File: config.mk
export PLATFORM = sky130hd
export DESIGN_NAME = ddram_ch_arbiter
export DESIGN_NICKNAME = d
export VERILOG_FILES = /design/src/rtl/ddram_ch_arbiter.sv
export SDC_FILE = /design/constraint.sdc
export NUM_CORES = 1
export LEC_CHECK = 0
export ABC_AREA = 0
export BUFFER_PORTS_ARGS = -buffer_cell sky130_fd_sc_hd__buf_2
export CAP_MARGIN = 0
export CORE_AREA = 2 2 149 151
export CTS_CLUSTER_DIAMETER = 30
export DETAILED_ROUTE_END_ITERATION = 10
export DIE_AREA = 0 0 151 153
export PLACE_DENSITY = 0.74
export SYNTH_ARGS = -nofsm -noshare
export SYNTH_HDL_FRONTEND = slang
export SYNTH_SLANG_ARGS = --single-unit
File: constraint.sdc
create_clock -name DDRAM_CLK -period 6.3 [get_ports DDRAM_CLK]
set_input_delay 0.945 -clock DDRAM_CLK [delete_from_list [all_inputs] [get_ports DDRAM_CLK]]
set_output_delay 0.945 -clock DDRAM_CLK [all_outputs]
set_load 0.02 [all_outputs]
File: src/rtl/ddram_ch_arbiter.sv
// Three-client round-robin arbiter in front of one ddram request channel (req/ready pulse protocol).
// Optional WAIT-state watchdog enabled by defining DDRAM_ARB_TIMEOUT_EN.
module ddram_ch_arbiter #(
    parameter int AW      = 27,
    parameter int DW      = 32,
    parameter int TIMEOUT = 1023
) (
    input  logic          DDRAM_CLK,
    input  logic          reset,
    input  logic [AW:1]   c0_addr,
    input  logic [AW:1]   c1_addr,
    input  logic [AW:1]   c2_addr,
    input  logic [DW-1:0] c0_din,
    input  logic [DW-1:0] c1_din,
    input  logic [DW-1:0] c2_din,
    input  logic          c0_rnw,
    input  logic          c1_rnw,
    input  logic          c2_rnw,
    input  logic          c0_req,
    input  logic          c1_req,
    input  logic          c2_req,
    output logic [DW-1:0] c0_dout,
    output logic [DW-1:0] c1_dout,
    output logic [DW-1:0] c2_dout,
    output logic          c0_ready,
    output logic          c1_ready,
    output logic          c2_ready,
    output logic [AW:1]   mem_addr,
    output logic [DW-1:0] mem_din,
    output logic          mem_rnw,
    output logic          mem_req,
    input  logic [DW-1:0] mem_dout,
    input  logic          mem_ready,
    output logic          overrun,
    output logic          timeout
);

    // state | meaning
    // IDLE  | arbitrate over pending and newly arriving requests
    // WAIT  | one transaction issued, waiting for mem_ready
    typedef enum logic [1:0] {
        IDLE = 2'b00,
        WAIT = 2'b01
    } state_t;

    localparam int TW = ($clog2(TIMEOUT + 1) > 10) ? $clog2(TIMEOUT + 1) : 10;

    state_t        r_state;
    logic [2:0]    r_pend;
    logic [1:0]    r_last;
    logic [1:0]    r_owner;
    logic [2:0]    r_ready;
    logic [DW-1:0] r_dout [3];
    logic [AW:1]   r_mem_addr;
    logic [DW-1:0] r_mem_din;
    logic          r_mem_rnw;
    logic          r_mem_req;
    logic          r_overrun;

    logic [2:0]    w_req;
    logic [2:0]    w_elig;
    logic [2:0]    w_gnt;
    logic          w_any;
    logic [1:0]    w_sel;
    logic [1:0]    w_c1;
    logic [1:0]    w_c2;
    logic [1:0]    w_c3;
    logic [AW:1]   w_addr;
    logic [DW-1:0] w_din;
    logic          w_rnw;

    function automatic logic [1:0] nxt(input logic [1:0] x);
        return (x == 2'd2) ? 2'd0 : x + 2'd1;
    endfunction

    assign w_req  = {c2_req, c1_req, c0_req};
    assign w_elig = r_pend | w_req;
    assign w_any  = |w_elig;
    assign w_c1   = nxt(r_last);
    assign w_c2   = nxt(w_c1);
    assign w_c3   = nxt(w_c2);

    always_comb begin
        w_sel = w_c3;
        if (w_elig[w_c1])
            w_sel = w_c1;
        else if (w_elig[w_c2])
            w_sel = w_c2;
        w_gnt = w_any ? (3'b001 << w_sel) : 3'b000;
    end

    always_comb begin
        w_addr = c0_addr;
        w_din  = c0_din;
        w_rnw  = c0_rnw;
        case (w_sel)
            2'd1: begin
                w_addr = c1_addr;
                w_din  = c1_din;
                w_rnw  = c1_rnw;
            end
            2'd2: begin
                w_addr = c2_addr;
                w_din  = c2_din;
                w_rnw  = c2_rnw;
            end
            default: ;
        endcase
    end

`ifdef DDRAM_ARB_TIMEOUT_EN
    logic [TW-1:0] r_tmo_cnt;
    logic          r_timeout;
    logic          w_tmo_hit;

    assign w_tmo_hit = (r_tmo_cnt + TW'(1)) == TW'(TIMEOUT);
    assign timeout   = r_timeout;
`else
    logic [TW-1:0] w_unused_tmo;

    assign w_unused_tmo = TW'(TIMEOUT);
    assign timeout      = 1'b0;
`endif

    always_ff @(posedge DDRAM_CLK or posedge reset) begin
        if (reset) begin
            r_state    <= IDLE;
            r_pend     <= 3'b000;
            r_last     <= 2'd2;
            r_owner    <= 2'd0;
            r_ready    <= 3'b000;
            r_mem_addr <= '0;
            r_mem_din  <= '0;
            r_mem_rnw  <= 1'b1;
            r_mem_req  <= 1'b0;
            r_overrun  <= 1'b0;
            for (int n = 0; n < 3; n++)
                r_dout[n] <= '0;
`ifdef DDRAM_ARB_TIMEOUT_EN
            r_tmo_cnt  <= '0;
            r_timeout  <= 1'b0;
`endif
        end else begin
            r_ready   <= 3'b000;
            r_mem_req <= 1'b0;
            r_overrun <= r_overrun | (|(w_req & r_pend));
            case (r_state)
                IDLE: begin
                    // a request arriving with its own grant is consumed, not re-queued
                    r_pend <= w_elig & ~w_gnt;
                    if (w_any) begin
                        r_owner    <= w_sel;
                        r_last     <= w_sel;
                        r_mem_addr <= w_addr;
                        r_mem_din  <= w_din;
                        r_mem_rnw  <= w_rnw;
                        r_mem_req  <= 1'b1;
                        r_state    <= WAIT;
`ifdef DDRAM_ARB_TIMEOUT_EN
                        r_tmo_cnt  <= '0;
`endif
                    end
                end
                WAIT: begin
                    r_pend <= w_elig;
                    if (mem_ready) begin
                        for (int n = 0; n < 3; n++)
                            if (r_mem_rnw && r_owner == 2'(n))
                                r_dout[n] <= mem_dout;
                        r_ready <= 3'b001 << r_owner;
                        r_state <= IDLE;
                    end
`ifdef DDRAM_ARB_TIMEOUT_EN
                    else if (w_tmo_hit) begin
                        for (int n = 0; n < 3; n++)
                            if (r_mem_rnw && r_owner == 2'(n))
                                r_dout[n] <= '1;
                        r_ready   <= 3'b001 << r_owner;
                        r_timeout <= 1'b1;
                        r_state   <= IDLE;
                    end else begin
                        r_tmo_cnt <= r_tmo_cnt + TW'(1);
                    end
`endif
                end
                default: r_state <= IDLE;
            endcase
        end
    end

    assign c0_dout  = r_dout[0];
    assign c1_dout  = r_dout[1];
    assign c2_dout  = r_dout[2];
    assign c0_ready = r_ready[0];
    assign c1_ready = r_ready[1];
    assign c2_ready = r_ready[2];
    assign mem_addr = r_mem_addr;
    assign mem_din  = r_mem_din;
    assign mem_rnw  = r_mem_rnw;
    assign mem_req  = r_mem_req;
    assign overrun  = r_overrun;

endmodule
======== Yosys cells after proc, flatten, opt, wreduce, memory -nomap -nowiden ========
Index checks and enable logic that the tools add are counted.
cells by class
  add/sub/neg operators ................... 3
  $lt $le $gt $ge ......................... 2
  eq/ne operators ......................... 10
  shift operators ......................... 2
  muxes and demuxes ....................... 21
  bitwise logic cells ..................... 5
  reductions and logical operators ........ 13
operators by type and width
  operator                                                                       count
  32-bit case mux with 2 select lines                                            1
  27-bit case mux with 2 select lines                                            1
  2-bit 2-to-1 mux                                                               7
  2-bit == test (second input constant)                                          5
  3-bit 2-to-1 mux                                                               3
  3-bit AND reduction                                                            3
  2-bit by 1-bit adder with 2-bit output (second input constant)                 3
  3-bit AND                                                                      2
  2-bit by 1-bit == test with 1-bit output (second input constant)               3
  2-bit by 3-bit less-than comparator with 1-bit output (second input constant)  2
  3-bit case mux with 2 select lines                                             1
  3-bit OR reduction                                                             2
  1-bit by 2-bit << shifter with 3-bit output (first input constant)             2
  1-bit binary-select mux with 2-bit select                                      2
  2-bit zero test                                                                2
  1-bit 2-to-1 mux                                                               4
  2-bit != test (second input constant)                                          2
  2-bit case mux with 2 select lines                                             1
  2-bit AND reduction                                                            2
  1-bit logical AND                                                              3
  3-bit NOT                                                                      1
  3-bit OR                                                                       1
  1-bit case mux with 2 select lines                                             1
  2-bit nonzero test                                                             1
  1-bit OR                                                                       1
storage, ports and cells
  bits in registers ....................... 170
  bits of input ports ..................... 218
  output and inout port bits .............. 162
  word-level logic and storage cells ...... 69

======== Longest topological paths before layout ========
  depth after elaboration ................. 13
  depth in mapped cells ................... 9
  mapped depth without buffers ............ 7

======== Worst setup path before layout ========
No wires, ideal clock.
  kind .................................... input port to flip-flop
  start point ............................. input c0_req
  end point ............................... register r_mem_din[10], in the netlist mem_din[10]
  setup time .............................. 0.125 ns
  arrival time ............................ 2.879 ns
  required time ........................... 6.175 ns
  setup slack ............................. 3.296 ns
  stages on the path ...................... 8
  buffers on the path ..................... 2
  cell sequence ........................... or4_1 o21ai_0 o21ai_0 ha_1 buf_2 clkbuf_1 a21oi_1 mux2_4
on the way
  longest elaborated chain between the ends .. 7
  elaborated cells on any way between the ends .. 12
  classes of those cells .................. eq/ne (2); mux (7); bitwise (1); reduce/logical (2)
ends and longest elaborated chain
  element                                                                           RTL line  text
  from (decl)                                                                       19        input logic c0_req,
  3-bit OR *                                                                        77        assign w_elig = r_pend | w_req;
  1-bit binary-select mux with 2-bit select                                         87        else if (w_elig[w_c2])
  1-bit 2-to-1 mux (implied by the code)                                            87
  2-bit 2-to-1 mux                                                                  87
  2-bit 2-to-1 mux                                                                  85        if (w_elig[w_c1])
  2-bit == test / 2-bit by 1-bit == test with 1-bit output (equally long branches)  96        case (w_sel)
  32-bit case mux with 2 select lines                                               96
  to (signal assigned)                                                              155       r_mem_din <= w_din;
  to (decl)                                                                         55        logic [DW-1:0] r_mem_din;
Every way passes the cells marked *; elsewhere a longest branch is shown, timed or not. The select of a mux whose other input is x is not followed.
A chain may end at the register's enable or synchronous reset.

======== Worst setup path after layout ========
  start point ............................. input c0_req
  end point ............................... register r_mem_addr (netlist bit mem_addr[11])
on the way
  longest elaborated chain between the ends .. 7
  elaborated cells on any way between the ends .. 12
  classes of those cells .................. eq/ne (2); mux (7); bitwise (1); reduce/logical (2)
ends and longest elaborated chain
  element                                                                           RTL line  text
  3-bit OR *                                                                        77
  1-bit binary-select mux with 2-bit select                                         87
  1-bit 2-to-1 mux (implied by the code)                                            87
  2-bit 2-to-1 mux                                                                  87
  2-bit 2-to-1 mux                                                                  85
  2-bit == test / 2-bit by 1-bit == test with 1-bit output (equally long branches)  96
  27-bit case mux with 2 select lines                                               96
  to (signal assigned)                                                              154       r_mem_addr <= w_addr;
  to (decl)                                                                         54        logic [AW:1] r_mem_addr;
Marks and branches as above.

==> flow_summary.rst <==
.. list-table::
   :header-rows: 1

   * - Metric
     - Value
   * - Outcome
     - finished, final reports clean
   * - Layer with the highest usage after global routing
     - met2
   * - RSZ-0062 raised after global routing
     - no
   * - Synth Area in Simple Gates
     - 0.04559
   * - P&R area growth vs syn
     - 35.03%
   * - CTS tree
     - yes
   * - First-pass GRT wire length
     - about 34 mm
   * - Longest Clk Path Bufs
     - 2
   * - Die boundary width
     - about 150 um
   * - Multiplexer area fraction after synthesis
     - 0.2582
   * - Number of port buffers
     - between 300 and 400
   * - Largest clock skew in the final design
     - 13.00 ps
   * - Leakage
     - 5.164 nW
   * - Post-CTS Repair Setup Buffers
     - 0
   * - Sequential cell area
     - 4207 um2
   * - Most frequent cells in the layout
     - sky130_fd_sc_hd__buf_2, sky130_fd_sc_hd__dfrtp_1, sky130_fd_sc_hd__mux2_2
   * - Met2 Use GR
     - 0.3383
   * - Area of the core
     - around 21000 um2
   * - Required arrival time at the worst endpoint
     - between 6000 and 7000 ps
   * - Core Rows
     - 54
   * - Routed vias/inst
     - 4.924
   * - CP Capture Type
     - flop
   * - Die height
     - 153 um
   * - Number of DRC violations after detailed routing
     - 0
   * - Post-synthesis cell count
     - 597
   * - Top-level I/O count
     - 380
   * - RePlAce Congestion
     - 0.8033
   * - Peak fanout along the critical path
     - ~60
   * - Number of gates given a new drive strength after cts
     - 0
   * - Synth Register Bits
     - ~170
   * - Main area contributors after synthesis
     - sky130_fd_sc_hd__dfrtp_1, sky130_fd_sc_hd__mux2_2, sky130_fd_sc_hd__mux2_4
   * - Final hold violation count
     - 0
   * - Routed wire length
     - 22.11 mm
   * - Max-capacitance violation count
     - 0
   * - Count of hold-fix buffers inserted at cts
     - 0
   * - Area share of the leading cell type in the synthesized netlist
     - 0.5387
   * - Met1 demand-to-capacity share in global routing
     - 0.2258
   * - Final slew viol count
     - 0
   * - Combinational family with the most area after synthesis
     - multiplexers
   * - Clock transition time at the flip-flop clock pins of the worst setup and hold paths
     - around 70 ps
   * - Maximum ir drop on the vdd rail
     - between 0.2 and 0.3 mV
   * - Clock Power Share
     - 0.162
   * - Initial standard-cell utilization of the core
     - 0.3589
   * - Overflow left after global routing
     - 0
   * - Post-Synth Adder-Cell Area
     - 0.004868
   * - Synth Area in XOR/XNOR
     - 0
   * - Worst min path class
     - flop to flop
   * - Fraction of power spent switching nets
     - 0.4309
   * - Mapped Avg Cell Area
     - roughly 13 um2
   * - CTS root buffer
     - sky130_fd_sc_hd__clkbuf_16
   * - Peak Freq
     - around 290 MHz
   * - Cell area after technology mapping
     - just under 8000 um2
   * - Initial antenna violation count
     - 4
   * - Net switching power figure
     - approximately 2.8 mW
   * - TritonCTS buffer count
     - 17
   * - Area occupied by multi-input gates
     - 3279 um2
   * - Net count of the finished layout
     - approximately 1200
   * - Cell chain of the critical path
     - buf_2 -> or4_1 -> o21ai_0 -> o21ai_0 -> ha_4 -> buf_4 -> a21oi_1 -> mux2_4
   * - Critical path class
     - input pin to flop
   * - Share of total power in combinational logic
     - 0.546
   * - DRC marker count from the first detailed-route iteration
     - 205
   * - Share of post-route cells with drive strength above 1
     - 0.6021
   * - Final setup violation count
     - 0
   * - Crit path largest cell delay
     - around 700 ps
   * - Slew at the pin with the worst max-slew slack
     - between 1000 and 1500 ps
   * - Crit path DAT
     - 3810 ps
   * - Via count of the first global-routing pass
     - 6158
   * - Max stage delay cell, worst path
     - sky130_fd_sc_hd__ha_4
   * - Most frequent cell on the critical path
     - sky130_fd_sc_hd__o21ai_0
   * - Shortest clock period the worst path allows after layout
     - 3507 ps
   * - Internal power
     - about 3.7 mW
   * - TNS Setup
     - 0 ps
   * - Number of warnings printed during yosys synthesis
     - 0
   * - ANT nets after route
     - 0
   * - Routed wire length per instance
     - ~18 um
   * - Synthesized-area fraction occupied by ao, oa, aoi and oai cells
     - 0.1126
   * - Clock sink total
     - about 170
   * - Total power
     - 6.568 mW
   * - Net count after synthesis
     - roughly 820
   * - PD cells
     - 630.8 nW/um2
   * - Total Die Area
     - 23100 um2
   * - Final Cycle Share
     - 0.5567
   * - Unique masters post-synth
     - 35
   * - Ant. Diodes
     - 0
   * - R2r setup slk
     - 2990 ps
   * - Met3 Usage GRT
     - 0.04925
   * - Cell type with the highest aggregate area in the netlist
     - sky130_fd_sc_hd__dfrtp_1
   * - Crit path launch type
     - input pin
   * - Max H-tree Level
     - 4
   * - HPWL after detailed placement
     - ~17 mm
   * - Total of fill cells in the finished design
     - 1976
   * - Pin count of the biggest net entering global routing
     - between 100 and 150
   * - Most common cell after layout, fill and taps aside
     - sky130_fd_sc_hd__buf_2
   * - Share of synthesized area occupied by flip-flops and latches
     - 0.5455
   * - Global routing usage summed across all routing layers
     - 0.1915
   * - Worst-Skew Late Latency
     - between 400 and 500 ps
   * - Routed via count
     - roughly 6200
   * - Headroom to the max-slew limit
     - 0.3049
   * - Worst slack on hold paths
     - roughly 470 ps
   * - Seq pwr share
     - 0.292
   * - Count of TritonRoute iterations in the first routing pass
     - 4
==> synthesized netlist by cell type (all sizes together) <==
cell type,n
dfrtp,166
mux2,156
nor2,68
a21oi,67
a22oi,61
clkbuf,26
buf,18
inv,6
ha,3
nand2,3
o21ai,3
dfstp,2
mux2i,2
a21o,1
a32oi,1
and2b,1
and3,1
conb,1
nand2b,1
nand3b,1
nand4,1
nor3,1
nor4,1
o21a,1
o21ba,1
o21bai,1
o31ai,1
or2,1
or4,1
==> logic make-up (layout without fill, tap and decap cells) <==
kind of cell               after synthesis  count (layout)
DFF                                    168             168
muxes                                  158             158
other                                    1               1
buffers and inverters                   50             423
and+or+nand+nor                         80              80
AOI/OAI and AO/OA                      137             137
adders and majority gates                3               3
==> through the flow <==
| step | worst slack, ps | instance area (um2) | std cells | util |
|---|---|---|---|---|
| floorplan | 811.6 | 7711 | 597 | - |
| detailed placement | 2342 | 9808 | 1218 | 0.4565 |
| global route | 2589 | 10410 | 1250 | 0.4846 |
| CTS | 2789 | 10410 | 1250 | 0.4846 |
| finish | 2793 | 10410 | 1250 | 0.4846 |
| global placement | 2474 | 9808 | 1218 | 0.4565 |
==> power by group through the flow <==
stage	Combinational [mW]	Clock, mW	Sequential, mW
final	3.59	1.07	1.92
after global routing	3.92	1.14	1.98
after CTS	3.63	1.09	1.92
after detailed placement	3.63	0	1.94
after global placement	3.53	0	1.91
after floorplan	1.93	0	2.53
==> worst paths after layout <==
path,endpoint,depth (start not counted),startpoint
max,mem_addr[11],8,c0_req
min,overrun,2,overrun
max reg2reg,mem_addr[11],7,r_pend[0]
min reg2reg,overrun,2,overrun
max in group asynchronous,c0_dout[30],3,reset
min in group asynchronous,c1_dout[25],2,reset
==> sequential cells by signal, summed over array words and instances, names as in the netlist <==
register / cells
c0_dout: 32
r_ready: 3
r_state: 1
c2_dout: 32
mem_din: 32
mem_rnw: 1
mem_addr: 27
r_last: 2
mem_req: 1
r_owner: 1
overrun: 1
r_pend: 3
c1_dout: 32
==> final cells by class <==
class	count	area share
multi-input combinational	379	0.3149
tap	280	0.03365
clock inverter	15	0.01718
timing repair buffer	385	0.1867
clock buffer	17	0.04086
inverter	6	0.002644
sequential	168	0.4040
==> routing by layer <==
| metal | up-vias | share of wire |
|---|---|---|
| met1 | 2965 | 0.40 |
| met4 | 4 | 0.018 |
| met5 | - | 0.0012 |
| met2 | 271 | 0.50 |
| li1 | 2887 | - |
| met3 | 28 | 0.081 |
==> worst max-delay path: cells and delay by family <==
family                     cells  cell delay [ps]
buffers and inverters          2              710
adders and majority gates      1              700
AOI/OAI and AO/OA              3              600
and+or+nand+nor                1              530
muxes                          1              290
Note: power is estimated with default switching activity, not from simulation.
